**config.mk**
```make
export PLATFORM = sky130hd
export DESIGN_NAME = est_output_serial_mk
export DESIGN_NICKNAME = d
export VERILOG_FILES = /design/src/rtl/est_output_serial_mk.sv
export SDC_FILE = /design/constraint.sdc
export NUM_CORES = 2
export LEC_CHECK = 0
export BUFFER_PORTS_ARGS = -buffer_cell sky130_fd_sc_hd__buf_4
export CAP_MARGIN = 20
export CORE_ASPECT_RATIO = 1.75
export CORE_MARGIN = 2
export CORE_UTILIZATION = 55
export DETAILED_ROUTE_END_ITERATION = 6
export PLACE_DENSITY = 0.73
export SYNTH_ARGS = -nofsm -noshare
export SYNTH_HDL_FRONTEND = slang
export SYNTH_SLANG_ARGS = --single-unit
```
**constraint.sdc**
```tcl
create_clock -name clk -period 20 [get_ports clk]
set_input_delay 1 -clock clk [delete_from_list [all_inputs] [get_ports clk]]
set_output_delay 1 -clock clk [all_outputs]
set_load 0.01 [all_outputs]
```
**src/rtl/est_output_serial_mk.sv**
```systemverilog
// Serial Z = H*x with one signed MAC per clock, N-bit saturating results; define EST_OUTPUT_ROUND_EN for round-half-up.
// Latency M*K+1 cycles from start to done; start is ignored while busy or done (no queuing).
module est_output_serial_mk #(
   parameter int N    = 20,
   parameter int FRAC = 10,
   parameter int M    = 2,
   parameter int K    = 2
) (
   input  logic               clk,
   input  logic               rst_n,
   input  logic               start,
   input  logic [M*K*N-1:0]   h_flat,
   input  logic [K*N-1:0]     x_flat,
   output logic               busy,
   output logic               done,
   output logic [M*N-1:0]     z_flat
);

   localparam int AW = 2*N + $clog2(K) + 1;
   localparam int RW = (M   > 1) ? $clog2(M)   : 1;
   localparam int CW = (K   > 1) ? $clog2(K)   : 1;
   localparam int HW = (M*K > 1) ? $clog2(M*K) : 1;

   localparam logic signed [AW-1:0] SAT_MAX = {{(AW-N+1){1'b0}}, {(N-1){1'b1}}};
   localparam logic signed [AW-1:0] SAT_MIN = {{(AW-N+1){1'b1}}, {(N-1){1'b0}}};
`ifdef EST_OUTPUT_ROUND_EN
   // Half an LSB preloaded per row turns the floor shift into round-half-up.
   localparam logic signed [AW-1:0] ACC_INIT = {{(AW-1){1'b0}}, 1'b1} << (FRAC-1);
`else
   localparam logic signed [AW-1:0] ACC_INIT = '0;
`endif

   typedef enum logic [1:0] {
      S_IDLE,
      S_MAC,
      S_DONE
   } state_t;

   state_t state, state_nxt;

   logic signed [N-1:0]    h_r    [M*K];
   logic signed [N-1:0]    x_r    [K];
   logic signed [N-1:0]    rowbuf [M];
   logic signed [AW-1:0]   acc;
   logic [RW-1:0]          row;
   logic [CW-1:0]          col;
   logic [HW-1:0]          hidx;

   logic signed [2*N-1:0]  prod;
   logic signed [AW-1:0]   prod_ext;
   logic signed [AW-1:0]   sum;
   logic signed [AW-1:0]   shifted;
   logic signed [N-1:0]    row_sat;
   logic                   col_last;
   logic                   last_mac;
   logic [M*N-1:0]         z_next;

   assign prod     = h_r[hidx] * x_r[col];
   assign prod_ext = {{(AW-2*N){prod[2*N-1]}}, prod};
   assign sum      = acc + prod_ext;
   assign shifted  = sum >>> FRAC;
   assign col_last = (col == CW'(K-1));
   assign last_mac = (state == S_MAC) && col_last && (row == RW'(M-1));

   always_comb begin
      row_sat = shifted[N-1:0];
      if (shifted > SAT_MAX) begin
         row_sat = SAT_MAX[N-1:0];
      end else if (shifted < SAT_MIN) begin
         row_sat = SAT_MIN[N-1:0];
      end
   end

   // The final row is still in flight on the last MAC edge, so it bypasses the buffer.
   always_comb begin
      z_next = '0;
      for (int i = 0; i < M; i++) begin
         z_next[i*N +: N] = (i == M-1) ? row_sat : rowbuf[i];
      end
   end

   always_ff @(posedge clk or negedge rst_n) begin
      if (!rst_n) begin
         state <= S_IDLE;
      end else begin
         state <= state_nxt;
      end
   end

   always_comb begin
      state_nxt = state;
      busy      = 1'b0;
      done      = 1'b0;
      case (state)
         S_IDLE: begin
            if (start) begin
               state_nxt = S_MAC;
            end
         end
         S_MAC: begin
            busy = 1'b1;
            if (last_mac) begin
               state_nxt = S_DONE;
            end
         end
         S_DONE: begin
            done      = 1'b1;
            state_nxt = S_IDLE;
         end
         default: begin
            state_nxt = S_IDLE;
         end
      endcase
   end

   always_ff @(posedge clk or negedge rst_n) begin
      if (!rst_n) begin
         acc    <= '0;
         row    <= '0;
         col    <= '0;
         hidx   <= '0;
         z_flat <= '0;
         for (int i = 0; i < M*K; i++) h_r[i]    <= '0;
         for (int j = 0; j < K; j++)   x_r[j]    <= '0;
         for (int i = 0; i < M; i++)   rowbuf[i] <= '0;
      end else begin
         case (state)
            S_IDLE: begin
               if (start) begin
                  for (int i = 0; i < M*K; i++) h_r[i] <= h_flat[i*N +: N];
                  for (int j = 0; j < K; j++)   x_r[j] <= x_flat[j*N +: N];
                  acc  <= ACC_INIT;
                  row  <= '0;
                  col  <= '0;
                  hidx <= '0;
               end
            end
            S_MAC: begin
               hidx <= hidx + 1'b1;
               if (col_last) begin
                  rowbuf[row] <= row_sat;
                  acc         <= ACC_INIT;
                  col         <= '0;
                  row         <= row + 1'b1;
                  if (last_mac) begin
                     z_flat <= z_next;
                  end
               end else begin
                  acc <= sum;
                  col <= col + 1'b1;
               end
            end
            default: begin
            end
         endcase
      end
   end

endmodule

```
==> results by stage <==
Route:
- The count of nets left with antenna violations once routing finished came out at 0.
- The post-detailed-route DRC marker count is 0.
- The total iterations of the first detailed-routing run is 7.
- The routed layout has 19514 vias.
- The final layout contains routed wiring with a total length of 73700 um.
- The starting DRC count in detailed routing is about 1400.
- The routed length per placed instance is 21.1 um.
- The via-per-instance ratio is 5.58.

Floorplanning:
- The floorplan step defined a core boundary enclosing 48600 um^2.
- Measured along the x axis, the die boundary spans approximately 170 um.
- The die covers 51100 um^2.
- The height of the die is 297 um.
- The floorplan has ~110 rows.
- The number of top-level pins is 165.
- The initial standard-cell utilization of the core is 0.557.

Clock network:
- The number of H-tree levels is 1.
- TritonCTS built the clock tree.
- The tree is rooted in a sky130_fd_sc_hd__clkbuf_16.
- The clock buffer count from CTS is 23.
- The post-CTS setup buffer count is 0.
- The clock net in this run drives a total of between 200 and 250 sinks.
- The clock latency reported for the late side of the worst-skew pair is 0.57 ns.
- After clock tree synthesis, the clock-pin slew on the worst setup and hold paths is 0.06 ns.
- The hold buffer count at CTS is 0.
- The maximum root-to-sink buffer count is 3.
- The post-cts sizing count is 0.

Worst setup path:
- In this design, the stage delay of the slowest critical-path cell is 1.10 ns.
- The startpoint kind of the worst setup timing path is a register.
- The category of the worst setup path capture point is a register.
- Traced cell by cell, the critical path runs through o21a_1 > nand2b_1 > inv_1 > fa_1 > fa_1 > fa_1 > fa_1 > fa_1 > inv_1 > fa_1 > fa_1 > inv_1 > ha_1 > nand2_1 > o211a_1 > o21ai_0 > nand3_1 > and2_1 > a211o_1 > a211oi_1 > o22a_1 > o221a_1.
- The data arrival time of the critical path is around 11 ns.
- The depth of the worst register-to-register path is 22.
- The worst setup path is of the register to register kind.
- The startpoint identified for the worst register-to-register timing path is hidx[0].
- The required time of the critical path is 20.50 ns.
- The slowest library cell on the worst path is sky130_fd_sc_hd__fa_1.
- In this run the worst path has a maximum fanout of 60.
- The most numerous cell type found on the critical path is sky130_fd_sc_hd__fa_1.
- The critical path starts at hidx[0].

Timing:
- For this run, the top clock speed supported by timing is 97.3 MHz.
- The count of final hold-check violations is 0.
- The minimum clock period after layout is 10.28 ns.
- Setup total negative slack on the finished layout was measured at 0 ns.
- Headroom to the max-slew limit came out at 0.268.
- The final-report max-slew violation count is 0.
- Setup violations remaining at the end of the flow were counted as 0.
- Setup repair after global routing left no endpoint under its margin.
- The worst clock skew is 0.0367 ns.
- In the finished design, the share of the clock period the worst path needs comes to 0.514.
- At the pin with the least slew margin, the transition time is 1.09 ns.
- The least setup slack across all paths after layout is 9.72 ns.

Placed design:
- Summed over all nets, the half-perimeter wirelength after detailed placement is 61300 um.
- The pre-CTS setup slack is 9.82 ns.
- The total of buffers placed on input and output ports is ~160.
- The routability-driven placement congestion ratio is roughly 0.98.

Finish:
- The storage element area is 5710 um^2.
- The net count reported at finish is 3568.
- The number of antenna diodes is 0.
- The post-synthesis to final-layout area growth is 10.0%.
- In the final layout, the share of cells above drive strength 1 is 0.146.
- The area occupied by multi-input gates is 18500 um^2.
- The filler cells instantiated in the layout total 4008.

Synthesis:
- The average footprint of a synthesized cell is around 9.9 um^2.
- The mapped netlist covers between 20000 and 30000 um^2.
- The top cell type by total area after synthesis is sky130_fd_sc_hd__fa_1.
- The count of state elements after synthesis is 228.
- By count the netlist is led by sky130_fd_sc_hd__inv_1 (640), sky130_fd_sc_hd__fa_1 (485), sky130_fd_sc_hd__nand2_1 (318).
- Counting flops with an async set or reset pin after synthesis yields a share of 1.00.
- Counting flops with a built-in enable in the synthesized netlist gives 0.
- Of the post-synthesis cell area, the dominant cell type holds 0.359.
- The net count of the mapped netlist is 3464.
- The total number of yosys warnings is 0.
- The most frequent cell after synthesis is sky130_fd_sc_hd__inv_1.
- Synthesis handed over a netlist of approximately 2700 instances.
- Yosys attributes the largest share of cell area to sky130_fd_sc_hd__fa_1 (36%), sky130_fd_sc_hd__dfrtp_1 (21%), sky130_fd_sc_hd__inv_1 (8.9%).
- The most instantiated flip-flop cell in the synthesis netlist is sky130_fd_sc_hd__dfrtp_1.
- The count of distinct cell types in the synthesized netlist is 67.
- The post-synthesis sequential area ratio is 0.211.

GRT:
- The total overflow left after global routing is 0.
- The combined global-route utilization of all metal layers is 0.301.
- The number of global-route vias before repair is about 22000.
- The maximum number of pins on one net before global-route repair is 84.
- The first global-routing pass estimated 118000 um of wire.
- The initial antenna violation count was 1.

Run status:
- The run finished with clean final reports.

Min path:
- The type of the worst min-delay path is primary input to asynchronous set/reset pin.

Flow run:
- The count of maximum capacitance violations is 0.
[cell usage in the layout (no fill, tap or decap), types with 11 or more instances in the layout]
cell type                   count
sky130_fd_sc_hd__fa_1         485
sky130_fd_sc_hd__clkbuf_16     23
sky130_fd_sc_hd__mux2i_1       31
sky130_fd_sc_hd__dfrtp_1      226
sky130_fd_sc_hd__o21a_1        21
sky130_fd_sc_hd__a21o_1        23
sky130_fd_sc_hd__and2_1        23
sky130_fd_sc_hd__nor2_1       194
sky130_fd_sc_hd__nand2b_1      24
sky130_fd_sc_hd__xnor2_1       28
sky130_fd_sc_hd__xor2_1        17
sky130_fd_sc_hd__nand3_1       11
sky130_fd_sc_hd__a22o_1        33
sky130_fd_sc_hd__o221a_1       28
sky130_fd_sc_hd__mux2_2       154
sky130_fd_sc_hd__o21ai_1       19
sky130_fd_sc_hd__buf_4        196
sky130_fd_sc_hd__inv_1        640
sky130_fd_sc_hd__nand2_1      318
sky130_fd_sc_hd__ha_1         132
sky130_fd_sc_hd__a21oi_1       36
sky130_fd_sc_hd__o21ai_0       30
[through the flow]
stage          utilization  instance area, um^2  std cells  hold WS, ns
2_1_floorplan            -                27100       2724        0.430
3_3_place_gp         0.595                28900       3454        0.462
3_5_place_dp         0.595                28900       3454        0.463
4_1_cts              0.611                29700       3495        0.434
5_1_grt              0.613                29800       3498        0.456
6_report             0.613                29800       3498        0.419
[worst max-delay path: cells and delay by family (launching register included)]
family                   cells  cell delay (ns)
flip-flops                   1             1.02
buffers and inverters        3             0.26
AO/OA/AOI/OAI                7             3.36
adder cells (fa/ha/maj)      8             4.69
AND/OR/NAND/NOR              4             0.87
[state kept, by name (all words and copies together) (netlist names)]
name and cells:
x_r 40, hidx 2, row 1, z_flat 40
state 2, col 1, h_r 80, acc 42
rowbuf 20
[layout make-up]
| type | instances | share of cell area |
|---|---|---|
| Tap cell | 654 | 0.0275 |
| Inverter | 640 | 0.0807 |
| Sequential cell | 228 | 0.192 |
| Multi-Input combinational cell | 1736 | 0.621 |
| Clock buffer | 31 | 0.0217 |
| Timing Repair Buffer | 199 | 0.0518 |
| Clock inverter | 10 | 0.00529 |
[cell families after synthesis]
kind of cell               count (synthesis)  share of synthesized area
adders and majority gates                617                      0.420
DFF                                      228                      0.211
muxes                                    188                     0.0771
and+or+nand+nor                          623                     0.0965
AOI/OAI and AO/OA                        263                     0.0745
xor gates and xnor gates                  45                     0.0146
buffers and inverters                    760                      0.107
[routing by layer]
metal	wire length, um	up-vias	track usage
met3	4310	268	0.0432
met2	38200	808	0.527
met5	18	-	0
li1	-	8532	-
met1	25200	9904	0.336
met4	5960	2	0.199
[final timing paths]
path | slack (ns) | to
worst max-delay path | 9.72 | z_flat[21]
worst min-delay path | 0.42 | z_flat[0]
worst max register to register | 9.72 | z_flat[21]
worst min register to register | 0.48 | z_flat[9]
max in group asynchronous | 17.62 | h_r[68]
min in group clk | 0.48 | z_flat[9]
Power is left out: the tool's default activity adds up to more than one toggle a clock period on the data nets, which glitch-free logic cannot reach.
